$ cat src/rtl/bus_fifo_responder.sv
// Responder end of the single-cycle write/read strobe bus: writes push into a
// small FIFO, reads pop the head into a registered read_data, with sticky error flags.
`timescale 1ns/1ps

module bus_fifo_responder #(
    parameter int DEPTH = 4,
    parameter int CNT_W = $clog2(DEPTH) + 1
) (
    input  logic             clk,
    input  logic             rst_n,
    input  logic             write,
    input  logic [31:0]      write_data,
    input  logic             read,
    output logic [31:0]      read_data,
    output logic [CNT_W-1:0] count,
    output logic             empty,
    output logic             full,
    output logic             overflow,
    output logic             underflow
);

    localparam int PTR_W = $clog2(DEPTH);

    if (DEPTH < 2 || (DEPTH & (DEPTH - 1)) != 0) begin : g_badDepth
        $error("bus_fifo_responder: DEPTH must be a power of two and >= 2");
    end
    if (CNT_W != $clog2(DEPTH) + 1) begin : g_badCntW
        $error("bus_fifo_responder: CNT_W is derived from DEPTH and must not be overridden");
    end

    logic [31:0]      r_mem [DEPTH];
    logic [PTR_W-1:0] r_wrPtr;
    logic [PTR_W-1:0] r_rdPtr;
    logic [CNT_W-1:0] r_count;
    logic [31:0]      r_readData;
    logic             r_overflow;
    logic             r_underflow;

    logic             w_isEmpty;
    logic             w_isFull;
    logic             w_doPop;
    logic             w_doPush;

    assign w_isEmpty = (r_count == '0);
    assign w_isFull  = (r_count == CNT_W'(DEPTH));
    assign w_doPop   = read && !w_isEmpty;
    // A pop in the same cycle frees a slot, so a write against a full FIFO still lands.
    assign w_doPush  = write && (!w_isFull || read);

    always_ff @(posedge clk) begin
        if (w_doPush) begin
            r_mem[r_wrPtr] <= write_data;
        end
    end

    always_ff @(posedge clk or negedge rst_n) begin
        if (!rst_n) begin
            r_wrPtr     <= '0;
            r_rdPtr     <= '0;
            r_count     <= '0;
            r_readData  <= '0;
            r_overflow  <= 1'b0;
            r_underflow <= 1'b0;
        end else begin
            if (read) begin
                r_readData <= w_doPop ? r_mem[r_rdPtr] : '0;
            end
            if (w_doPop) begin
                r_rdPtr <= r_rdPtr + 1'b1;
            end
            if (w_doPush) begin
                r_wrPtr <= r_wrPtr + 1'b1;
            end
            if (read && w_isEmpty) begin
                r_underflow <= 1'b1;
            end
            if (write && !w_doPush) begin
                r_overflow <= 1'b1;
            end
            case ({w_doPush, w_doPop})
                2'b10:   r_count <= r_count + 1'b1;
                2'b01:   r_count <= r_count - 1'b1;
                default: r_count <= r_count;
            endcase
        end
    end

    assign read_data = r_readData;
    assign count     = r_count;
    assign empty     = w_isEmpty;
    assign full      = w_isFull;
    assign overflow  = r_overflow;
    assign underflow = r_underflow;

    aCountBound: assert property (@(posedge clk) disable iff (!rst_n)
        r_count <= CNT_W'(DEPTH));

    aPtrCount: assert property (@(posedge clk) disable iff (!rst_n)
        w_isFull ? (r_wrPtr == r_rdPtr)
                 : (r_count[PTR_W-1:0] == PTR_W'(r_wrPtr - r_rdPtr)));

endmodule

$ cat config.mk
export PLATFORM = sky130hd
export DESIGN_NAME = bus_fifo_responder
export DESIGN_NICKNAME = d
export VERILOG_FILES = /design/src/rtl/bus_fifo_responder.sv
export SDC_FILE = /design/constraint.sdc
export NUM_CORES = 1
export LEC_CHECK = 0
export CORE_ASPECT_RATIO = 1.4
export CORE_UTILIZATION = 25
export DETAILED_ROUTE_END_ITERATION = 6
export GPL_ROUTABILITY_DRIVEN = 1
export PLACE_DENSITY = 0.39
export REMOVE_ABC_BUFFERS = 1
export SYNTH_ARGS = -nofsm -noshare
export SYNTH_HDL_FRONTEND = slang
export SYNTH_SLANG_ARGS = --single-unit
$ cat constraint.sdc
create_clock -name clk -period 2.8 [get_ports clk]
set_input_delay 0.28 -clock clk [delete_from_list [all_inputs] [get_ports clk]]
set_output_delay 0.28 -clock clk [all_outputs]
set_load 0.02 [all_outputs]
==> metrics.yaml, run 1 <==
fin_nets: 479
die_area_um2: 26200
overflow: 0
cts_hold_buf: 1
ys_ff_latch: 169
ctsRootBufferMaster: "clkbuf_16"
worstPathCellList: "nor4b_2, nor2b_2, inv_1, ha_1, inv_1, fa_1, xor2_1, nor2_1, xor2_1"
synth_area_leaders: "edfxtp_1, dfrtp_1, mux4_2"
clkPwrFrac_pct: 26.6
cts_setup_buffers: 0
comb_power_share_pct: 30.1
hpwlAfterDp_um: 8510
cts_inserted_buffers: 17
seq_area_frac_synth_pct: 76.1
rsz0062_at_grt: "false"
required_ns: 3.15
drc: 0
total_leakage_power_nw: 2.92
cp_num_buf_inv: 2
wl_um: 13500
status: "finished, final reports clean"
coreArea_um2: 24900
cts_sinks: 169
first_pass_iters: 4
start_util_pct: 25.7
grt_max_degree: 35
pre_cts_ws_ns: 0.640
n_fill_cell: 2380
worst_slew_pin_slew_ns: 0.621
hold_class: "in2reg"
htree_levels: 4
synthArstFlopShare_pct: 24.3
drive_above_1_share_pct: 18.2
fin_crit_ns: 2.18
multi_input_area_um2: 1270
synth_warnings: 0
path_class: "reg2reg"
finalSetupViolCount: 0
final_hold_viol_count: 0
p_seq_share_pct: 43.3
ir_worst_vdd_mv: 0.493
route.vias.total: 3173
power.density_nw_per_um2: 1060
io_pins: 75
grt_antenna_before_repair: 0
yosysTopAreaCell: "edfxtp_1"
ant_nets: 0
synth_area_um2: 6400
grt_use_total_pct: 11.4
ys.flop_type: "edfxtp_1"
syn_avg_cell_area_um2: 18.5
swShare_pct: 30.3
power.switching_mw: 2.62
die_h_um: 191
worstSkewPairLatency_ns: 0.43
clk_pin_slew_worst_paths_ns: 0.06
slew_violations: 0
syn_inst: 345
first_global_vias: 3489
yosysTopAreaCellShare_pct: 60.1
worst_setup_path_end_kind: "flip-flop"
startpoint_type: "flip-flop"
clk_path_buf_depth: 2
timing.final.ws_setup_ns: 0.620
crit_slowest_cell: "dfrtp_1"
power.internal_mw: 6.04
routabilityCongestion: 0.647
cts_tree: "built"
setup_tns_ns: 0
fin_skew_ns: 0.0113
synth_edf_count: 128
numPortBuffers: 74
arrival_ns: 2.53
cts.repair.resized: 0
timing.fmax_mhz: 459
rows: 68
path_max_fanout: 7
antenna_cells: 0
area_growth_pct: 27.2
drtIter0Drc: 148
fin_crit_sh_pct: 77.9
grt_pass1_wl_um: 20900
cp_top_family: "simple AND/OR/NAND/NOR gates"
slew_headroom_pct: 58.6
wl_per_cell_um: 17.6
synthDistinctLibCells: 26
slowest_delay_ns: 0.43
fp.dieW_um: 137
via_per_inst: 4.15
regArea_um2: 4870
cap_violations: 0
[through the flow]
step	instances	util, %	hold slack (ns)	total power, mW	instance area, um^2
finish	765	32.7	0.275	8.66	8140
global route	765	32.7	0.274	9.19	8140
CTS	765	32.7	0.264	8.85	8140
detailed placement	732	30.3	0.342	6.50	7540
global placement	732	30.3	0.333	6.47	7540
floorplan	330	-	-0.0156	5.26	6280
[layout make-up]
| class | count | share of cell area [%] |
|---|---|---|
| multi-input cells | 123 | 15.6 |
| inverters | 38 | 1.75 |
| clock inverters | 9 | 1.06 |
| well taps | 315 | 4.84 |
| repair buffers | 88 | 10.8 |
| clock buffers | 23 | 6.13 |
| flip-flops and latches | 169 | 59.9 |
[kinds of logic after synthesis]
logic type / share of synthesized area [%]
compound gates: 2.87
xor+xnor: 0.822
fa+ha+maj: 1.29
buf+inv: 4.13
flops: 76.1
mux: 11.8
simple gates: 2.93
[per-layer routing]
metal | vias up | routed length (um) | GRT usage, %
met2 | 56 | 7210 | 19.6
met1 | 1636 | 5620 | 13.1
met4 | 0 | 319 | 5.37
li1 | 1462 | - | -
met5 | - | 0 | 0
met3 | 19 | 346 | 3.02
[worst paths after layout]
path	startpoint	to	slack (ns)	cells after the start
worst max-delay path	count[1]	count[2]	0.62	9
worst min-delay path	read	overflow	0.27	3
worst max register to register	count[1]	count[2]	0.62	9
worst min register to register	underflow	underflow	0.46	1
max in group asynchronous	rst_n	read_data[21]	1.75	3
min in group asynchronous	rst_n	read_data[17]	0.40	2
[layout by cell type (no fill, tap or decap), types with 5 or more instances in the layout]
cell type and n:
edfxtp_1 128, clkdlybuf4s50_1 72, dfrtp_1 39, inv_1 38
nand2_1 33, mux4_2 28, o21ai_1 28, clkbuf_16 18
buf_4 10, ha_1 5
[power groups by stage]
| stage | registers (mW) | logic, mW | clock network (mW) |
|---|---|---|---|
| 2_1_floorplan | 4.14 | 1.13 | 0 |
| 3_3_place_gp | 3.79 | 2.68 | 0 |
| 3_5_place_dp | 3.81 | 2.69 | 0 |
| 4_1_cts | 3.77 | 2.69 | 2.39 |
| 5_1_grt | 3.83 | 2.89 | 2.47 |
| 6_report | 3.74 | 2.61 | 2.30 |
[flip-flops by register name, indices dropped and copies added (netlist names)]
register and count:
r_mem 128, read_data 32, count 3, r_rdPtr 2, r_wrPtr 2, overflow 1
underflow 1
[worst register-to-register path, stage by stage (launching register included)]
cell and delay [ns]:
dfrtp_1 0.43, nor4b_2 0.40, nor2b_2 0.15, inv_1 0.08, ha_1 0.17, inv_1 0.06, fa_1 0.38, xor2_1 0.15
nor2_1 0.11, xor2_1 0.16
[cell usage after synthesis (2+ instances only)]
cell,n
a21o_1,2
and2_1,4
buf_12,3
buf_2,7
clkbuf_1,4
dfrtp_1,41
edfxtp_1,128
ha_1,5
inv_1,38
mux4_1,4
mux4_2,28
nand2_1,33
o21ai_0,4
o21ai_1,28
xnor2_1,3
xor2_1,3
Power figures use the tool's default switching activity.
==> run 2, diff against run 1 <==
==> constraint.sdc (replaced) <==
create_clock -name clk -period 2.19 [get_ports clk]
set_input_delay 0.219 -clock clk [delete_from_list [all_inputs] [get_ports clk]]
set_output_delay 0.219 -clock clk [all_outputs]
set_load 0.02 [all_outputs]
==> metrics.yaml, run 2 (same netlist as run 1, synthesis figures left out) <==
total_leakage_power_nw: 2.98  # was 2.92 nW
die_area_um2: 26200  # unchanged
wl_um: 13700  # was 13500 um
fin_crit_ns: 2.01
coreArea_um2: 24900  # unchanged
hpwlAfterDp_um: 8280  # was 8510 um
comb_power_share_pct: 30.4  # was 30.1%
clk_path_buf_depth: 2  # unchanged
path_class: "reg2out"  # was reg2reg
largest_reg_flops: 128  # unchanged
first_pass_iters: 4  # unchanged
cts_inserted_buffers: 17  # unchanged
cap_violations: 0  # unchanged
fp.dieW_um: 137  # unchanged
start_util_pct: 25.7  # unchanged
clk_pin_slew_worst_paths_ns: 0.07  # was 0.06 ns
pre_cts_ws_ns: 0.145  # was 0.640 ns
place_area_um2: 7620  # was 7540 um^2
regMostFlops: "r_mem"  # unchanged
final_hold_viol_count: 0  # unchanged
clkPwrFrac_pct: 28.9  # was 26.6%
cts_sinks: 169  # unchanged
status: "finished, final reports clean"  # unchanged
grt_max_degree: 35  # unchanged
area_growth_pct: 29.8  # was 27.2%
rows: 68  # unchanged
power.internal_mw: 8.15  # was 6.04 mW
worstSkewPairLatency_ns: 0.42  # was 0.43 ns
drc: 0  # unchanged
die_h_um: 191  # unchanged
grt_use_total_pct: 11.5  # was 11.4%
cts_tree: "built"  # unchanged
via_per_inst: 4.14  # was 4.15
design_area_um2: 8300  # was 8140 um^2
first_global_vias: 3531  # was 3489
numPortBuffers: 74  # unchanged
timing.fmax_mhz: 499
wl_per_cell_um: 17.8  # was 17.6 um
worst_setup_path_end_kind: "primary output"  # was flip-flop
ctsRootBufferMaster: "clkbuf_16"  # unchanged
slew_headroom_pct: 68.1  # was 58.6%
final_common_cell: "edfxtp_1"  # unchanged
power.density_nw_per_um2: 1400  # was 1060 nW/um^2
drive_above_1_share_pct: 19.9  # was 18.2%
p_seq_share_pct: 40.7  # was 43.3%
htree_levels: 4  # unchanged
final_cell_mix: "edfxtp_1, clkdlybuf4s50_1, inv_1"  # was edfxtp_1, clkdlybuf4s50_1, dfrtp_1
route.vias.total: 3182  # was 3173
rsz0062_at_grt: "false"  # unchanged
ir_worst_vdd_mv: 0.541  # was 0.493 mV
n_fill_cell: 2383  # was 2380
fin_crit_sh_pct: 91.6
ant_nets: 0  # unchanged
finalSetupViolCount: 0  # unchanged
antenna_cells: 0  # unchanged
worst_slew_pin_slew_ns: 0.479  # was 0.621 ns
drtIter0Drc: 192  # was 148
grt_pass1_wl_um: 21000  # was 20900 um
swShare_pct: 29.9  # was 30.3%
io_pins: 75  # unchanged
routabilityCongestion: 0.672  # was 0.647
fin_skew_ns: 0.00802  # was 0.0113 ns
arrival_ns: 1.79  # was 2.53 ns
required_ns: 1.97  # was 3.15 ns
overflow: 0  # unchanged
grt_antenna_before_repair: 0  # unchanged
startpoint_type: "flip-flop"  # unchanged
hold_class: "in2reg"  # unchanged
fin_nets: 482  # was 479
slew_violations: 0  # unchanged
path_max_fanout: 6  # was 7
timing.final.ws_setup_ns: 0.184  # was 0.620 ns
power.switching_mw: 3.47  # was 2.62 mW
## run 2: cell count changes in the layout (fill, tap and decap cells not counted), moves of 2 or more
cell / previous run / this run
buf_12: 3 / 7
bufinv_16: 1 / 5
clkbuf_8: 3 / 0
clkbuf_1: 2 / 0
clkinv_2: 2 / 0
clkinv_4: 2 / 4
dfrtp_1: 39 / 37
dfrtp_2: 2 / 4
## run 2: area by class of cell
type                    instances  area, um^2  area share (%)
well taps                     315         394            4.75
clock buffers                  17         425            5.12
repair buffers                 91         948            11.4
inverters                      38         143            1.72
flip-flops and latches        169        4870            58.7
multi-input cells             123        1280            15.4
clock inverters                15         238            2.86
## run 2: through the flow
step	hold slack [ns]	utilization, %	TNS (ns)	instances	power (mW)
after CTS	0.198	33.3	0	768	11.8
after global placement	0.139	30.6	0	735	8.40
after detailed placement	0.151	30.6	0	735	8.44
after global routing	0.205	33.3	0	768	12.3
final	0.211	33.3	0	768	11.6
after floorplan	-0.0766	-	-3.14	330	6.73
## run 2: timing repair
action	4_1_cts	5_1_grt
resized for setup	0	3
setup buffers	0	0
hold endpoints to repair	13	0
hold buffers	1	0
endpoints found under the setup margin	0	1
## run 2: layer usage
metal,global-route usage [%],wire [um]
met1,13.2,5880
met2,20.1,7230
met3,3.00,357
met4,4.69,210
met5,0,0
## run 2: worst paths after layout
| check | cells past startpoint | slack, ns | end | startpoint |
|---|---|---|---|---|
| min in group asynchronous | 2 | 0.23 | read_data[31] | rst_n |
| worst max-delay path | 2 | 0.18 | empty | count[0] |
| worst min register to register | 1 | 0.46 | underflow | underflow |
| max in group asynchronous | 3 | 1.15 | r_rdPtr[1] | rst_n |
| worst min-delay path | 3 | 0.21 | overflow | read |
| worst max register to register | 9 | 0.19 | count[2] | count[1] |
## run 2: power groups by stage
stage | logic (mW) | clock network, mW | registers (mW)
3_5_place_dp | 3.63 | 0 | 4.81
2_1_floorplan | 1.44 | 0 | 5.29
6_report | 3.53 | 3.35 | 4.73
5_1_grt | 3.89 | 3.55 | 4.83
3_3_place_gp | 3.64 | 0 | 4.76
4_1_cts | 3.64 | 3.45 | 4.74
## run 2: worst max-delay path: stages (launching register included)
cell and delay (ns):
dfrtp_2 0.46, nor3_1 0.25, clkdlybuf4s50_1 0.65
